$ cat src/rtl/scan_7segment_capture.sv
// Receive-side monitor for the multiplexed 7-segment bus: rebuilds the four
// scanned hex digits into a 16-bit frame and flags bad patterns and stalls.
module scan_7segment_capture #(
  parameter int unsigned SETTLE  = 4,
  parameter int unsigned TIMEOUT = 65535
) (
  input  logic        FPGA_clk,
  input  logic        clr,
  input  logic [3:0]  ScanEn,
  input  logic [7:0]  Segs,
  output logic [15:0] Dout,
  output logic [3:0]  Dp,
  output logic        Valid,
  output logic        Err,
  output logic        Stall
);

  localparam logic [7:0]  SETTLE_C  = 8'(SETTLE);
  localparam logic [19:0] TIMEOUT_C = 20'(TIMEOUT);

  typedef enum logic [1:0] {
    ST_IDLE,
    ST_SETTLE,
    ST_HOLD
  } state_t;

  state_t state, state_next;

  logic [3:0] se_s1, se_s2, se_prev;
  logic [7:0] sg_s1, sg_s2, sg_prev;
  logic [7:0] cnt, cnt_next;
  logic       sample;
  logic       sel_valid;
  logic [1:0] sel_idx;
  logic       se_changed, any_changed;

  logic [3:0]       dec_nib;
  logic             dec_err;
  logic [3:0][3:0]  sh_nib, nib_n;
  logic [3:0]       sh_dp, dp_n;
  logic [3:0]       sh_err, err_n;
  logic [3:0]       mask, mask_n;
  logic             frame_done;
  logic [19:0]      wd;

  always_ff @(posedge FPGA_clk or negedge clr) begin
    if (!clr) begin
      se_s1   <= '0;
      se_s2   <= '0;
      se_prev <= '0;
      sg_s1   <= '0;
      sg_s2   <= '0;
      sg_prev <= '0;
    end else begin
      se_s1   <= ScanEn;
      se_s2   <= se_s1;
      se_prev <= se_s2;
      sg_s1   <= Segs;
      sg_s2   <= sg_s1;
      sg_prev <= sg_s2;
    end
  end

  always_comb begin
    sel_valid = 1'b0;
    sel_idx   = 2'd0;
    case (se_s2)
      4'b1110: begin sel_valid = 1'b1; sel_idx = 2'd0; end
      4'b1101: begin sel_valid = 1'b1; sel_idx = 2'd1; end
      4'b1011: begin sel_valid = 1'b1; sel_idx = 2'd2; end
      4'b0111: begin sel_valid = 1'b1; sel_idx = 2'd3; end
      default: begin sel_valid = 1'b0; sel_idx = 2'd0; end
    endcase
  end

  assign se_changed  = (se_s2 != se_prev);
  assign any_changed = se_changed || (sg_s2 != sg_prev);

  always_comb begin
    dec_err = 1'b0;
    dec_nib = 4'h0;
    case (sg_s2[6:0])
      7'h40: dec_nib = 4'h0;
      7'h79: dec_nib = 4'h1;
      7'h24: dec_nib = 4'h2;
      7'h30: dec_nib = 4'h3;
      7'h19: dec_nib = 4'h4;
      7'h12: dec_nib = 4'h5;
      7'h02: dec_nib = 4'h6;
      7'h78: dec_nib = 4'h7;
      7'h00: dec_nib = 4'h8;
      7'h10: dec_nib = 4'h9;
      7'h08: dec_nib = 4'hA;
      7'h03: dec_nib = 4'hB;
      7'h46: dec_nib = 4'hC;
      7'h21: dec_nib = 4'hD;
      7'h06: dec_nib = 4'hE;
      7'h0E: dec_nib = 4'hF;
      default: begin dec_nib = 4'h0; dec_err = 1'b1; end
    endcase
  end

  always_ff @(posedge FPGA_clk or negedge clr) begin
    if (!clr) begin
      state <= ST_IDLE;
      cnt   <= '0;
    end else begin
      state <= state_next;
      cnt   <= cnt_next;
    end
  end

  // The cycle in which a new select first appears counts as stable cycle 1,
  // so the settle check is applied after the per-state transition.
  always_comb begin
    state_next = state;
    cnt_next   = cnt;
    sample     = 1'b0;
    case (state)
      ST_IDLE: begin
        if (sel_valid) begin
          state_next = ST_SETTLE;
          cnt_next   = 8'd1;
        end
      end
      ST_SETTLE: begin
        if (!sel_valid) begin
          state_next = ST_IDLE;
        end else if (any_changed) begin
          cnt_next = 8'd1;
        end else begin
          cnt_next = cnt + 8'd1;
        end
      end
      ST_HOLD: begin
        if (se_changed) begin
          if (sel_valid) begin
            state_next = ST_SETTLE;
            cnt_next   = 8'd1;
          end else begin
            state_next = ST_IDLE;
          end
        end
      end
      default: state_next = ST_IDLE;
    endcase
    if (state_next == ST_SETTLE && cnt_next >= SETTLE_C) begin
      sample     = 1'b1;
      state_next = ST_HOLD;
    end
  end

  always_comb begin
    nib_n  = sh_nib;
    dp_n   = sh_dp;
    err_n  = sh_err;
    mask_n = mask;
    if (sample) begin
      nib_n[sel_idx]  = dec_nib;
      dp_n[sel_idx]   = ~sg_s2[7];
      err_n[sel_idx]  = dec_err;
      mask_n[sel_idx] = 1'b1;
    end
    frame_done = sample && (mask_n == 4'b1111);
  end

  // The frame is published on the same edge that stores the fourth digit,
  // so the mask itself never holds 1111.
  always_ff @(posedge FPGA_clk or negedge clr) begin
    if (!clr) begin
      sh_nib <= '0;
      sh_dp  <= '0;
      sh_err <= '0;
      mask   <= '0;
      Dout   <= '0;
      Dp     <= '0;
      Err    <= 1'b0;
      Valid  <= 1'b0;
    end else begin
      sh_nib <= nib_n;
      sh_dp  <= dp_n;
      sh_err <= err_n;
      mask   <= frame_done ? 4'b0000 : mask_n;
      Valid  <= frame_done;
      if (frame_done) begin
        Dout <= nib_n;
        Dp   <= dp_n;
        Err  <= |err_n;
      end
    end
  end

  always_ff @(posedge FPGA_clk or negedge clr) begin
    if (!clr) begin
      wd <= '0;
    end else if (sel_valid) begin
      wd <= '0;
    end else if (wd != TIMEOUT_C) begin
      wd <= wd + 20'd1;
    end
  end

  always_comb begin
    Stall = (wd == TIMEOUT_C) && !sel_valid;
  end

endmodule
$ cat config.mk
export PLATFORM = sky130hd
export DESIGN_NAME = scan_7segment_capture
export DESIGN_NICKNAME = d
export VERILOG_FILES = /design/src/rtl/scan_7segment_capture.sv
export SDC_FILE = /design/constraint.sdc
export NUM_CORES = 1
export LEC_CHECK = 0
export BUFFER_PORTS_ARGS = -buffer_cell sky130_fd_sc_hd__buf_4
export CORE_MARGIN = 2
export CORE_UTILIZATION = 33
export DETAILED_ROUTE_END_ITERATION = 8
export GPL_ROUTABILITY_DRIVEN = 1
export SLEW_MARGIN = 10
export SYNTH_ARGS = -nofsm -noshare
export SYNTH_HDL_FRONTEND = slang
export SYNTH_SLANG_ARGS = --single-unit
$ cat constraint.sdc
create_clock -name FPGA_clk -period 4.2 [get_ports FPGA_clk]
set_clock_uncertainty 0.15 [all_clocks]
set_input_delay 0.63 -clock FPGA_clk [delete_from_list [all_inputs] [get_ports FPGA_clk]]
set_output_delay 0.63 -clock FPGA_clk [all_outputs]
set_load 0.1 [all_outputs]
Word-level counts from Yosys, hierarchy flattened
Cells that the tools add are included.
W data, S select, Z words.
- $add $sub $neg: 2
- $lt $le $gt $ge: 3
- eq/ne operators: 27
- multiplexer cells: 30
- bitwise logic cells: 2
- reduce and logical (&&, ||, !) cells: 12
- operators with widths (cell ; count):
    $pmux W4 S15 ; 1
    $mux W20 ; 2
    $mux W8 ; 4
    $eq A7 B7 Y1 const B ; 4
    $pmux W8 S3 ; 1
    $eq A7 B5 Y1 const B ; 3
    $eq A7 B6 Y1 const B ; 3
    $add A20 B1 Y20 const B ; 1
    $eq A20 B16 Y1 const B ; 1
    $mux W4 ; 5
    $ne A20 B16 Y1 const B ; 1
    $bwmux W16 ; 1
    $eq A4 B4 Y1 const B ; 4
    $mux W16 ; 1
    $reduce_or A16 Y1 ; 1
    $eq A7 B2 Y1 const B ; 2
    $eq A7 B4 Y1 const B ; 2
    $pmux W2 S3 ; 2
    $add A8 B1 Y8 const B ; 1
    $bwmux W4 ; 2
    $demux W4 S2 ; 1
    $ge A8 B3 Y1 const B ; 1
    $mux W2 ; 4
    $ne A8 B8 Y1 ; 1
    other kinds (18) ; 27
- register bits: 116
- logic and storage cells: 96

Logic depth before layout (Yosys ltp)
Gate-level depths: netlist (run 1).
- depth after elaboration: 13
- depth in mapped cells: 13
- gate-level depth less buffers: 10

Least setup slack after synthesis (run 1)
No wires, ideal clock.
- path type: register to output
- start: register se_s2[3]
- end: output Stall
- arrival: 2.649 ns
- data required time: 3.420 ns
- slack: 0.771 ns
- cell stages (with the launch flop): 7
- path buffers: 3
- cell sequence: dfrtp_1 > buf_2 > xor2_1 > a311o_1 > buf_6 > clkbuf_1 > nor2_1
- longest elaborated chain between the ends: 5
- elaborated cells on any way between the ends: 8
- classes of those cells: eq/ne: 4; mux: 1; reduce/logical: 3
- ends and longest elaborated chain (what ; line ; text):
    start: declaration ; 29 ; logic [3:0] se_s1, se_s2, se_prev;
    start signal: assignment ; 56 ; se_s2 <= se_s1;
    $eq A4 B3 Y1 / $eq A4 B4 Y1 (equally long branches) ; 67 ; case (se_s2)
    $reduce_or A4 Y1 (no line) (*) ; -- ;
    $mux W1 (*) ; 67 ;
    $logic_not A1 Y1 (*) ; 204 ; Stall = (wd == TIMEOUT_C) && !sel_valid;
    $logic_and A1 B1 Y1 (*) ; 204 ;
    end: declaration ; 15 ; output logic Stall
Every way passes the cells marked *; elsewhere a longest branch is shown, timed or not.

==> metrics.txt, run 1 <==
Setup violations, final 0; area leader, netlist sky130_fd_sc_hd__dfrtp_1; Worst Hold Margin 0.176 ns; TritonRoute pass-1 iters 5; largest net degree at the start of global routing 72; total wire length after detailed routing 9640 microns; area of the placeable core 0.0146 sq mm; Post-synth top flop sky130_fd_sc_hd__dfrtp_1; setup repair after global routing missed its margin false; Final Total Pwr 2.84 mW; clock-pin slew of the registers on the worst-case setup and hold paths 0.06 ns; synthesized-area fraction occupied by ao, oa, aoi and oai cells 0.0726; global-route wire length before repair 16400 microns; initial core utilization 0.340; fraction of post-synthesis cell area in the top cell type by area 0.583; number of nets produced by synthesis 439; total DRC errors in the routed layout 0; number of enable-type register cells in the synthesized netlist 0; area fraction in and, or, nand and nor cells after synthesis 0.153; Period minus WS final 3.82 ns; most frequent cells in the layout 116 x sky130_fd_sc_hd__dfrtp_1, 42 x sky130_fd_sc_hd__buf_4, 34 x sky130_fd_sc_hd__nor2_1, 33 x sky130_fd_sc_hd__nand2_1, 28 x sky130_fd_sc_hd__mux2_2; required time at the worst-slack endpoint 4.34 ns; area of the mapped netlist 0.00498 sq mm; share of cell area taken by muxes after synthesis 0.0997; die span in y 127 microns; GRT Overall Usage 0.129; Sum Neg Setup Slack 0 ns; Startpoint Class flop; distinct cell type count after synthesis 55; vias in the first global route 3346; via total after detailed routing 3274; ratio of cells with drive above 1 in the final layout 0.244; mean instance size in the synthesized netlist 11.8 sq um; CTS HTree Levels 4; final antenna-violating net count 0; RePlAce Congestion 0.891; cell at the root of the clock tree sky130_fd_sc_hd__clkbuf_16; Clock Path Buffers 2; P_leak 2.80 nW; HPWL after DPL 6530 microns; TritonCTS clock tree built; number of fill cells 1397; gate count of the mapped netlist 423; number of primary I/O pins 37; area occupied by multi-input gates 0.00193 sq mm; ratio of final minimum period to clock period 0.910; count of max-cap constraint violations 0; Layout Area Growth over Synthesis 21.4%; residual overflow from global routing 0; GRT met3 Usage 0.0502; count of inserted antenna diode cells 0; Max-slew headroom 0.399; average wire length per cell after detail routing 14.6 microns; class of the most critical hold timing path primary input to flop; main combinational cell family by area after synthesis simple AND/OR/NAND/NOR gates; fraction of met2 tracks used by global routing 0.209; Num CTS Buffers 17; Max IR drop VDD 0.479 mV; Warnings, synthesis 0; Reg area 0.00290 sq mm; xor/xnor cell area share of the yosys netlist 0.0563; net count of the finished layout 479; met1 track demand over resource in global routing 0.161; Cell Rows 44; largest cells by area after synthesis sky130_fd_sc_hd__dfrtp_1 58%, sky130_fd_sc_hd__mux2_2 6.3%, sky130_fd_sc_hd__xor2_1 4.6%; Post-synth ARST share 1.00; clock tree sinks 116; Highest Clock Rate 0.262 GHz; sequential cell area fraction in the yosys report 0.583; cell area after layout 0.00605 sq mm; kind of end point of the critical path flop; non-filler cells in the finished layout 660; Die Width 127 microns; Most Crowded Layer GR met2; area of placed instances 0.00542 sq mm; pin slew with the least headroom to its limit 0.901 ns; post-cts resize count 0; post-DR vias/cell 4.96; Post-Synth Adder-Cell Area 0.00503; final hold vios 0; signal arrival time at the worst endpoint 3.96 ns; Layout Utilization 0.413; initial antenna violation count 0; clock latency on the worst-skew pair 0.41 ns; power per cell area 470 mW/mm^2; full die area 0.0161 sq mm; iteration-0 DRC count of the detailed router 155; worst slack at placement 0.433 ns; path type of the worst setup path flop to flop; most frequent standard cell in the layout excluding fill and tap cells sky130_fd_sc_hd__dfrtp_1; total instance count after detailed placement 628; total setup buffers inserted after CTS 0; cts hold-fix bufs 0; final setup margin 0.378 ns; FF+latch count, synth 116; count of buffers inserted at the top-level ports 36; run status finished clean; critical path fanouts, max 12; Max Slew Vio Count 0
[area by class of cell]
class	count	share of cell area
clock inverter	14	0.0333
timing repair buffer	42	0.0521
tap	184	0.0381
sequential	116	0.480
inverter	10	0.00621
clock buffer	18	0.0710
multi-input combinational	276	0.319
[where the power goes]
group	switching [mW]	total, mW	leakage [nW]	internal [mW]
logic	0.0751	0.123	0.982	0.0482
registers	0.0423	1.20	1.53	1.16
clock network	0.521	1.52	0.290	0.998
[worst max-delay path, cell delays in order, from the launching register on]
cell and delay (ns):
sky130_fd_sc_hd__dfrtp_1 0.55, sky130_fd_sc_hd__and4b_1 0.37, sky130_fd_sc_hd__a311oi_1 0.14, sky130_fd_sc_hd__a211o_1 0.43
sky130_fd_sc_hd__a22o_1 0.31, sky130_fd_sc_hd__o21bai_1 0.18, sky130_fd_sc_hd__or4_1 0.57, sky130_fd_sc_hd__nand3_1 0.36
sky130_fd_sc_hd__mux2_2 0.39, sky130_fd_sc_hd__mux2_2 0.26
[worst paths after layout]
path	from	to	slack [ns]	cells past startpoint
worst max-delay path	se_s2[2]	Dout[0]	0.38	9
worst min-delay path	Segs[0]	sg_s1[0]	0.18	1
worst max register to register	se_s2[2]	Dout[0]	0.38	9
worst min register to register	sg_s1[2]	sg_s2[2]	0.20	0
max in group asynchronous	clr	Dp[3]	2.83	2
min in group asynchronous	clr	wd[13]	0.21	1
[Yosys cell counts, types with 3 or more instances]
library cell,n
sky130_fd_sc_hd__nor3_1,7
sky130_fd_sc_hd__o21ai_0,18
sky130_fd_sc_hd__nand2_1,33
sky130_fd_sc_hd__nand3b_1,3
sky130_fd_sc_hd__or3_1,5
sky130_fd_sc_hd__mux2_2,28
sky130_fd_sc_hd__buf_6,3
sky130_fd_sc_hd__nand3_1,8
sky130_fd_sc_hd__a21oi_1,12
sky130_fd_sc_hd__inv_1,10
sky130_fd_sc_hd__a31oi_1,4
sky130_fd_sc_hd__xnor2_1,6
sky130_fd_sc_hd__nand2b_1,6
sky130_fd_sc_hd__and2_1,5
sky130_fd_sc_hd__nand4_1,10
sky130_fd_sc_hd__mux2i_1,5
sky130_fd_sc_hd__clkbuf_1,9
sky130_fd_sc_hd__dfrtp_1,116
sky130_fd_sc_hd__and3_1,8
sky130_fd_sc_hd__mux2_4,8
sky130_fd_sc_hd__buf_2,8
sky130_fd_sc_hd__nor2_1,34
sky130_fd_sc_hd__xor2_1,26
sky130_fd_sc_hd__nor4_1,8
sky130_fd_sc_hd__a22o_1,3
sky130_fd_sc_hd__and4_1,3
[flip-flops by register name (all words and copies together), names as in the netlist]
register  count
sh_err        4
Err           1
state         2
sh_dp         4
wd           20
se_s1         4
Valid         1
se_prev       4
mask          4
cnt           8
sg_s2         8
Dout         16
Dp            4
se_s2         4
sh_nib       16
sg_prev       8
sg_s1         8
[routing by layer]
metal  up-vias  part of all wire  routed length, microns
met1      1630              0.46                    4390
met5         -                 0                       0
met2        69              0.50                    4790
met4         0            0.0077                      74
li1       1569                 -                       -
met3         6             0.041                     395
[cell families after synthesis]
family,count (synthesis)
AO/OA/AOI/OAI,57
AND/OR/NAND/NOR,143
adder cells (fa/ha/maj),2
XOR/XNOR,32
multiplexers,42
flip-flops,116
buffers and inverters,31
Power figures use the tool's default switching activity.
==> run 2, diff against run 1 <==
--- a/config.mk
+++ b/config.mk
@@ -5,6 +5,7 @@
 export SDC_FILE = /design/constraint.sdc
 export NUM_CORES = 1
 export LEC_CHECK = 0
+export ABC_AREA = 1
 export BUFFER_PORTS_ARGS = -buffer_cell sky130_fd_sc_hd__buf_4
 export CORE_MARGIN = 2
 export CORE_UTILIZATION = 33
==> run 2 against run 1 <==
  * First-iteration DRC count rose by 51%
  * Largest power group unchanged
  * Critical path depth grew 10
  * Via count grew 29%
  * Routed wire length rose by 13%
  * Design area grew 4.8%
  * Critical path type unchanged
  * Highest routed layer unchanged
  * Clock power down 13%
  * Largest cell class unchanged
  * Maximum frequency is 12% higher
==> metrics.txt, run 2 <==
Top Registers wd x20, Dout x16, sh_nib x16; Worst Hold Margin 0.140 ns; kind of end point of the critical path flop; area of the mapped netlist 0.00527 sq mm; distinct cell type count after synthesis 34; count of buffers inserted at the top-level ports 36; critical path fanouts, max 20; Die Width 130 microns; HPWL after DPL 7660 microns; Startpoint Class flop; Sum Neg Setup Slack 0 ns; Warnings, synthesis 0; Period minus WS final 3.40 ns; CTS HTree Levels 4; average wire length per cell after detail routing 11.6 microns; total wire length after detailed routing 10900 microns; Cell Rows 46; non-filler cells in the finished layout 939; first element of the critical path se_s2[3]; power per cell area 424 mW/mm^2; Post-synth top flop sky130_fd_sc_hd__dfrtp_1; largest register by flop count wd; ratio of cells with drive above 1 in the final layout 0.129; area of the placeable core 0.0158 sq mm; number of enable-type register cells in the synthesized netlist 0; iteration-0 DRC count of the detailed router 234; Reg area 0.00290 sq mm; Layout Utilization 0.402; number of nets produced by synthesis 675; cell at the root of the clock tree sky130_fd_sc_hd__clkbuf_16; Num CTS Buffers 17; Highest Clock Rate 0.294 GHz; P_leak 3.29 nW; pin slew with the least headroom to its limit 0.726 ns; full die area 0.0170 sq mm; Synth top cells by count 257 x sky130_fd_sc_hd__nand2_1, 116 x sky130_fd_sc_hd__dfrtp_1, 68 x sky130_fd_sc_hd__nor2_1, 67 x sky130_fd_sc_hd__inv_1, 31 x sky130_fd_sc_hd__nand3_1; Final Total Pwr 2.68 mW; Max IR drop VDD 0.272 mV; via total after detailed routing 4213; signal arrival time at the worst endpoint 3.59 ns; initial core utilization 0.334; Post-synth ARST share 1.00; run status finished clean; clock latency on the worst-skew pair 0.41 ns; post-DR vias/cell 4.49; initial antenna violation count 0; total setup buffers inserted after CTS 0; count of inserted antenna diode cells 0; RePlAce Congestion 0.843; setup repair after global routing missed its margin false; largest cells by area after synthesis sky130_fd_sc_hd__dfrtp_1 55%, sky130_fd_sc_hd__nand2_1 18%, sky130_fd_sc_hd__nor2_1 4.8%; sequential cell area fraction in the yosys report 0.551; post-cts resize count 0; Layout Area Growth over Synthesis 20.2%; gate count of the mapped netlist 659; global-route wire length before repair 19100 microns; vias in the first global route 4057; area occupied by multi-input gates 0.00204 sq mm; library cell with the highest instance count after synthesis sky130_fd_sc_hd__nand2_1; final antenna-violating net count 0; class of the most critical hold timing path primary input to asynchronous set/reset pin; number of primary I/O pins 37; fraction of post-synthesis cell area in the top cell type by area 0.551; clock tree sinks 116; wire length on met3 327 microns; FF+latch count, synth 116; beginning of the worst register-to-register path se_s2[3]; clock-pin slew of the registers on the worst-case setup and hold paths 0.06 ns; required time at the worst-slack endpoint 4.40 ns; number of fill cells 1632; Max-slew headroom 0.516; mean instance size in the synthesized netlist 8.00 sq um; total DRC errors in the routed layout 0; die span in y 130 microns; most frequent standard cell in the layout excluding fill and tap cells sky130_fd_sc_hd__nand2_1; net count of the finished layout 726; post-route met1 wirelength 5400 microns; GRT Overall Usage 0.142; count of max-cap constraint violations 0; final hold vios 0; residual overflow from global routing 0; total instance count after detailed placement 907; flip-flop count of the largest register, all copies and words added 20; path type of the worst setup path flop to flop; Clock Path Buffers 2; most frequent cells in the layout 257 x sky130_fd_sc_hd__nand2_1, 116 x sky130_fd_sc_hd__dfrtp_1, 68 x sky130_fd_sc_hd__nor2_1, 67 x sky130_fd_sc_hd__inv_1, 41 x sky130_fd_sc_hd__buf_4; Setup violations, final 0; met2 wire length 5120 microns; ratio of final minimum period to clock period 0.809; Max Slew Vio Count 0; highest metal layer used by the detailed router met4; area leader, netlist sky130_fd_sc_hd__dfrtp_1; TritonCTS clock tree built; largest net degree at the start of global routing 54; cts hold-fix bufs 0; TritonRoute pass-1 iters 5
==> run 2: report_power, final <==
part	switching (mW)	internal [mW]	leakage, nW
logic	0.103	0.0531	1.51
clock network	0.563	0.770	0.257
registers	0.0380	1.16	1.53
total	0.703	1.98	3.29
==> run 2: metal layers <==
metal / up-vias / track usage
li1: 2179 / -
met1: 1954 / 0.192
met2: 71 / 0.224
met3: 9 / 0.0377
met4: 0 / 0.0457
met5: - / 0
==> run 2: worst paths after layout <==
| kind | end | slack [ns] | cells after the start |
|---|---|---|---|
| min | wd[18] | 0.14 | 1 |
| max in group asynchronous | wd[11] | 2.96 | 2 |
| min in group FPGA_clk | sg_s1[4] | 0.17 | 1 |
| max | Dp[1] | 0.80 | 19 |
| min reg2reg | sg_s2[1] | 0.19 | 0 |
| max reg2reg | Dp[1] | 0.80 | 19 |
==> run 2: stage by stage <==
stage               area [sq um]  setup WS (ns)
global route                6330          0.390
floorplan                   5270           1.04
global placement            5790          0.785
finish                      6330          0.801
CTS                         6330          0.731
detailed placement          5790          0.743
==> run 2: cells by family after synthesis <==
kind of cell	count (synthesis)	synth area share
AO/OA/AOI/OAI	54	0.0565
flip-flops	116	0.551
AND/OR/NAND/NOR	404	0.320
buffers and inverters	79	0.0615
adder cells (fa/ha/maj)	2	0.00475
XOR/XNOR	4	0.00665
==> run 2: worst max-delay path, stage by stage, from the launching register on <==
cell	delay, ns
sky130_fd_sc_hd__dfrtp_1	0.44
sky130_fd_sc_hd__inv_1	0.15
sky130_fd_sc_hd__nand4_2	0.15
sky130_fd_sc_hd__nand2_1	0.16
sky130_fd_sc_hd__nor2_2	0.05
sky130_fd_sc_hd__buf_4	0.20
sky130_fd_sc_hd__nor2_2	0.18
sky130_fd_sc_hd__nand2_2	0.16
sky130_fd_sc_hd__nand3_1	0.12
sky130_fd_sc_hd__nand2_2	0.07
sky130_fd_sc_hd__inv_2	0.05
sky130_fd_sc_hd__nand2_1	0.04
sky130_fd_sc_hd__nor2_1	0.18
sky130_fd_sc_hd__nand2_4	0.11
sky130_fd_sc_hd__nand3_1	0.29
sky130_fd_sc_hd__nand2_2	0.12
sky130_fd_sc_hd__nand4_1	0.31
sky130_fd_sc_hd__buf_4	0.26
sky130_fd_sc_hd__nand2_1	0.07
sky130_fd_sc_hd__nand2_1	0.06
==> run 2: final cells by class <==
cell class / count / share of cell area
flip-flops and latches: 116 / 0.458
inverters: 70 / 0.0415
clock buffers: 18 / 0.0677
repair buffers: 41 / 0.0486
well taps: 216 / 0.0427
clock inverters: 14 / 0.0190
multi-input cells: 464 / 0.322
